## config.mk

```make
export PLATFORM = sky130hd
export DESIGN_NAME = wine_header_collector_flat
export DESIGN_NICKNAME = d
export VERILOG_FILES = /design/src/rtl/wine_header_collector_pkg.sv /design/src/rtl/wine_header_collector_if.sv /design/src/rtl/wine_header_collector.sv /design/src/flat_wrapper.sv
export SDC_FILE = /design/constraint.sdc
export NUM_CORES = 1
export LEC_CHECK = 0
export CAP_MARGIN = 20
export CORE_AREA = 8 8 222 224
export DETAILED_ROUTE_END_ITERATION = 10
export DIE_AREA = 0 0 230 232
export PLACE_DENSITY = 0.76
export SLEW_MARGIN = 25
export SYNTH_ARGS = -nofsm -noshare
export SYNTH_HDL_FRONTEND = slang
export SYNTH_SLANG_ARGS = --single-unit
export TNS_END_PERCENT = 1
```

## constraint.sdc

```tcl
create_clock -name clk -period 4.3 [get_ports clk]
set_clock_uncertainty 0.15 [all_clocks]
set_input_delay 0.86 -clock clk [delete_from_list [all_inputs] [get_ports clk]]
set_output_delay 0.86 -clock clk [all_outputs]
set_load 0.005 [all_outputs]
```

## src/rtl/wine_header_collector_pkg.sv

```systemverilog
// Shared definitions for the Wine header collector: default widths and the
// collector's state encoding.
package wine_pkg;

    localparam int DEF_BEAT_W = 64;
    localparam int DEF_HDR_W  = 512;
    localparam int DEF_BEATS  = DEF_HDR_W / DEF_BEAT_W;

    typedef enum logic [1:0] {
        COLLECT,
        DRAIN,
        WAIT_OUT
    } state_e;

endpackage

```

## src/rtl/wine_header_collector_if.sv

```systemverilog
// Ingress beat stream plus the captured-header output of the collector.
// The slave modport is the collector itself; master is its environment.
interface wine_header_collector_if
    import wine_pkg::*;
#(
    parameter int BEAT_W = DEF_BEAT_W,
    parameter int HDR_W  = DEF_HDR_W
);
    localparam int BEATS = HDR_W / BEAT_W;
    localparam int CNT_W = $clog2(BEATS) + 1;

    logic [BEAT_W-1:0] s_tdata;
    logic              s_tvalid;
    logic              s_tready;
    logic              s_tlast;
    logic [HDR_W-1:0]  o_packet;
    logic              o_valid;
    logic              i_ready;
    logic [CNT_W-1:0]  o_beats;
    logic              o_truncated;

    modport slave (
        input  s_tdata, s_tvalid, s_tlast, i_ready,
        output s_tready, o_packet, o_valid, o_beats, o_truncated
    );

    modport master (
        output s_tdata, s_tvalid, s_tlast, i_ready,
        input  s_tready, o_packet, o_valid, o_beats, o_truncated
    );

endinterface

```

## src/rtl/wine_header_collector.sv

```systemverilog
// Captures the first HDR_W bits of each packet (first beat most significant),
// presents them as one word and drains the remainder of the packet.
module wine_header_collector
    import wine_pkg::*;
#(
    parameter int BEAT_W = DEF_BEAT_W,
    parameter int HDR_W  = DEF_HDR_W
)
(
    input  logic                   clk,
    input  logic                   rst_n,
    wine_header_collector_if.slave bus
);

    localparam int BEATS = HDR_W / BEAT_W;
    localparam int IDX_W = (BEATS > 1) ? $clog2(BEATS) : 1;
    localparam int CNT_W = $clog2(BEATS) + 1;
    localparam logic [IDX_W-1:0] LAST_IDX = IDX_W'(BEATS - 1);

    state_e            state_q, state_d;
    logic [IDX_W-1:0]  idx_q, idx_d;
    logic [HDR_W-1:0]  packet_q, packet_d;
    logic              valid_q, valid_d;
    logic [CNT_W-1:0]  beats_q, beats_d;
    logic              trunc_q, trunc_d;
    logic              hs;
    logic              beatFire;

    assign hs       = valid_q && bus.i_ready;
    assign beatFire = bus.s_tvalid && (state_q != WAIT_OUT);

    always_comb begin
        state_d  = state_q;
        idx_d    = idx_q;
        packet_d = packet_q;
        valid_d  = valid_q;
        beats_d  = beats_q;
        trunc_d  = trunc_q;

        case (state_q)
            COLLECT: begin
                if (beatFire) begin
                    packet_d[HDR_W-1-int'(idx_q)*BEAT_W -: BEAT_W] = bus.s_tdata;
                    if (idx_q != LAST_IDX) begin
                        idx_d = idx_q + 1'b1;
                    end
                    if (bus.s_tlast) begin
                        valid_d = 1'b1;
                        beats_d = CNT_W'(idx_q) + CNT_W'(1);
                        trunc_d = 1'b0;
                        state_d = WAIT_OUT;
                    end else if (idx_q == LAST_IDX) begin
                        valid_d = 1'b1;
                        beats_d = CNT_W'(BEATS);
                        trunc_d = 1'b1;
                        state_d = DRAIN;
                    end
                end
            end
            DRAIN: begin
                // valid_q low here means the header already left in an earlier cycle.
                if (beatFire && bus.s_tlast) begin
                    state_d = (hs || !valid_q) ? COLLECT : WAIT_OUT;
                end
            end
            WAIT_OUT: begin
                if (hs) begin
                    state_d = COLLECT;
                end
            end
            default: state_d = COLLECT;
        endcase

        // Clearing on handshake also provides the zero padding for short packets.
        if (hs) begin
            valid_d  = 1'b0;
            packet_d = '0;
            beats_d  = '0;
            trunc_d  = 1'b0;
            idx_d    = '0;
        end
    end

    always_ff @(posedge clk or negedge rst_n) begin
        if (!rst_n) begin
            state_q  <= COLLECT;
            idx_q    <= '0;
            packet_q <= '0;
            valid_q  <= 1'b0;
            beats_q  <= '0;
            trunc_q  <= 1'b0;
        end else begin
            state_q  <= state_d;
            idx_q    <= idx_d;
            packet_q <= packet_d;
            valid_q  <= valid_d;
            beats_q  <= beats_d;
            trunc_q  <= trunc_d;
        end
    end

    assign bus.s_tready    = rst_n && (state_q != WAIT_OUT);
    assign bus.o_packet    = packet_q;
    assign bus.o_valid     = valid_q;
    assign bus.o_beats     = beats_q;
    assign bus.o_truncated = trunc_q;

endmodule

```

## src/flat_wrapper.sv

```systemverilog
// flat-port wrapper written by rule: the top's interface ports become plain ports
module wine_header_collector_flat import wine_pkg::*;
#(
    parameter int BEAT_W = DEF_BEAT_W,
    parameter int HDR_W  = DEF_HDR_W
)
  (clk, rst_n, bus_s_tdata, bus_s_tvalid, bus_s_tlast, bus_i_ready, bus_s_tready, bus_o_packet, bus_o_valid, bus_o_beats, bus_o_truncated);
  wine_header_collector_if #(.BEAT_W(BEAT_W), .HDR_W(HDR_W)) bus_i ();
  input  logic clk;
  input  logic rst_n;
  input wire logic [$bits(bus_i.s_tdata)-1:0] bus_s_tdata;
  input wire logic [$bits(bus_i.s_tvalid)-1:0] bus_s_tvalid;
  input wire logic [$bits(bus_i.s_tlast)-1:0] bus_s_tlast;
  input wire logic [$bits(bus_i.i_ready)-1:0] bus_i_ready;
  output wire logic [$bits(bus_i.s_tready)-1:0] bus_s_tready;
  output wire logic [$bits(bus_i.o_packet)-1:0] bus_o_packet;
  output wire logic [$bits(bus_i.o_valid)-1:0] bus_o_valid;
  output wire logic [$bits(bus_i.o_beats)-1:0] bus_o_beats;
  output wire logic [$bits(bus_i.o_truncated)-1:0] bus_o_truncated;
  assign bus_i.s_tdata = bus_s_tdata;
  assign bus_i.s_tvalid = bus_s_tvalid;
  assign bus_i.s_tlast = bus_s_tlast;
  assign bus_i.i_ready = bus_i_ready;
  assign bus_s_tready = bus_i.s_tready;
  assign bus_o_packet = bus_i.o_packet;
  assign bus_o_valid = bus_i.o_valid;
  assign bus_o_beats = bus_i.o_beats;
  assign bus_o_truncated = bus_i.o_truncated;
  wine_header_collector #(.BEAT_W(BEAT_W), .HDR_W(HDR_W)) u_core (.clk(clk), .rst_n(rst_n), .bus(bus_i));
endmodule
```

==> flow_summary_export.csv <==
group,metric,value,unit
run_status,outcome,"complete, no violations",
clock_tree,cts.repair.resized,0,
sta,maxSlewViolCount,0,
synth,yosys.cell_types.count,38,
grt,grt_max_degree,180,
floorplanning,io_pins,588,
synth,synth_top_cell_by_area,"dfrtp_1",
setup_path,cp_max_fo,44,
placement,dpl.hpwl,49200,um
synth,synth.avg_cell_area,12.5,um2
route,detail-route-antenna-nets,0,
clock_tree,cts_num_sinks,523,
grt,antenna_found_initial,3,
synth,ys_ff_latch,523,
grt,track_usage,26.4,%
placement,globalplace.congestion,0.810,
layout,fill_cells,3558,
synth,yosys_warnings,0,
power,ir_worst_vdd,429,uV
sta,holdWs,0.347,ns
run,maxCapViolations,0,
synth,synth_area_leaders,"dfrtp_1, a22o_1, mux2i_1",
power,p_per_area,523,nW/um2
route,wirelength,73800,um
sta,grt_setup_unrepaired,"no",
sta,max_freq,0.276,GHz
sta,setup_viol,0,
route,drc,0,
route,via_per_inst,5.85,
sta,slew_headroom,26.8,%
placement,port_buffers,587,
setup_path,worstPathArrival,2.61,ns
grt,grt_pass1_wl,109000,um
route,drtIter0Drc,1723,
floorplanning,die_area,53400,um2
clock_tree,cts_setup_buffers,0,
floorplanning,core,45900,um2
sta,hold_violations,0,
synth,syn_area,20400,um2
floorplanning,dieHeight,232,um
clock_tree,clk_path_buf_depth,3,
synth,synthArstFlopShare,100,%
sta,min_period_over_period,84.2,%
layout,fin_nets,2242,
floorplanning,rows,79,
min_path,min_path_type,"flop to flop",
floorplanning,die_w,230,um
route,wl_per_cell,26.2,um
clock_tree,cts_root_buffer,"clkbuf_16",
synth,synth-edff-count,0,
sta,tightest_slew,1.10,ns
setup_path,cp-end-kind,"output pin",
sta,fin_setup_tns,0,ns
grt,grt-ovfl-total,0,
synth,yosysTopAreaCellShare,64.0,%
clock_tree,cts_buffers,52,
synth,synth_common_cells,"dfrtp_1, a22o_1, nand2_1",
clock_tree,clkLatencyLatePin,0.58,ns
floorplanning,initial_core_util,44.6,%
synth,synth_fp_nets,1712,
synth,yosys.cell_count.top_type,"dfrtp_1",
route,via_count,16500,
setup_path,required,3.29,ns
sta,fin_crit,3.62,ns
grt,grt_pass1_vias,16800,
clock_tree,ctsHtreeMaxLevel,2,
clock_tree,clkTransAtPathRegs,0.06,ns
layout,drive_above_1_share,9.16,%
clock_tree,ctsHoldBuffers,1,
power,p_leak,13.6,nW
setup_path,critPathLaunchType,"input port",
setup_path,critical_path_class,"input port to output pin",
layout,area_growth,40.4,%
clock_tree,cts_tree,"yes",
route,dr.pass1.iters,6,
synth,postSynthCellCount,1636,
synth,synth-main-ff-cell,"dfrtp_1",
synth,seq_area_frac_synth,64.0,%
## flip-flops by register name (all words and copies together) (netlist names)
register and cells:
u_core.idx_q 3, u_core.bus.o_beats 4, u_core.bus.o_packet 512, u_core.bus.o_valid 1
u_core.state_q 2, u_core.bus.o_truncated 1
## worst paths after layout
path | slack [ns] | depth (start not counted) | to | startpoint
hold reg to reg | 0.35 | 2 | u_core.bus.o_packet[282]$_DFFE_PN0P_ | u_core.bus.o_packet[282]$_DFFE_PN0P_
setup / recovery | 0.68 | 4 | bus_s_tready | rst_n
max in group asynchronous | 1.34 | 5 | u_core.bus.o_packet[509]$_DFFE_PN0P_ | rst_n
min in group asynchronous | 0.61 | 2 | u_core.bus.o_packet[255]$_DFFE_PN0P_ | rst_n
setup reg to reg | 1.15 | 5 | u_core.bus.o_packet[36]$_DFFE_PN0P_ | u_core.idx_q[0]$_DFFE_PN0P_
hold / removal | 0.35 | 2 | u_core.bus.o_packet[282]$_DFFE_PN0P_ | u_core.bus.o_packet[282]$_DFFE_PN0P_
## cell families (layout without fill, tap and decap cells)
kind of cell	after synthesis	in the layout	share of synthesized area [%]
AO/OA/AOI/OAI	403	403	15.9
XOR/XNOR	1	1	0.0428
adder cells (fa/ha/maj)	7	7	0.428
buffers and inverters	157	726	3.44
flip-flops	523	523	64.0
multiplexers	128	128	6.27
other	0	3	0
AND/OR/NAND/NOR	417	417	9.89
## power breakdown
group / switching, mW / leakage (nW) / internal (mW) / total [mW]
Clock: 1.92 / 0.874 / 2.71 / 4.63
Sequential: 0.512 / 7.26 / 5.64 / 6.15
Combinational: 2.20 / 5.45 / 2.02 / 4.23
## routing by layer
metal	global-route usage, %	wire, um
met4	11.1	3530
met3	8.29	6880
met5	0	13
met2	42.9	35200
met1	32.5	28100
## critical path, cell delays in order
cell and delay [ns]:
dlygate4sd3_1 0.57, buf_8 0.33, a21boi_0 0.21, clkdlybuf4s50_1 0.61
## layout by cell type, fill, tap and decap left out, drive strengths merged, types with 7 or more instances in the layout
cell,n
clkinv,16
ha,7
mux2i,128
o21ai,65
a22o,256
a31o,64
dfrtp,523
nand2,198
clkbuf,73
nand3,129
and3,64
buf,40
clkdlybuf4s50,586
## metrics by stage
stage | instance area (um2) | utilization, % | setup WS [ns] | power [mW] | instances
2_1_floorplan | 20400 | - | 1.80 | 7.84 | 1636
3_3_place_gp | 26900 | 58.7 | 0.941 | 10.3 | 2717
3_5_place_dp | 26900 | 58.7 | 0.846 | 10.4 | 2717
4_1_cts | 28700 | 62.5 | 0.685 | 15.1 | 2811
5_1_grt | 28700 | 62.6 | 0.642 | 15.6 | 2814
6_report | 28700 | 62.6 | 0.679 | 15.0 | 2815
## layout make-up
type,instances,area (um2),share of cell area (%)
Sequential cell,523,13100,45.6
Multi-Input combinational cell,956,6810,23.7
Timing Repair Buffer,627,6280,21.9
Clock buffer,73,1530,5.33
Tap cell,607,759,2.65
Clock inverter,20,204,0.710
Inverter,6,22.5,0.0785
Antenna cell,3,7.51,0.0262
Power figures use the tool's default switching activity.
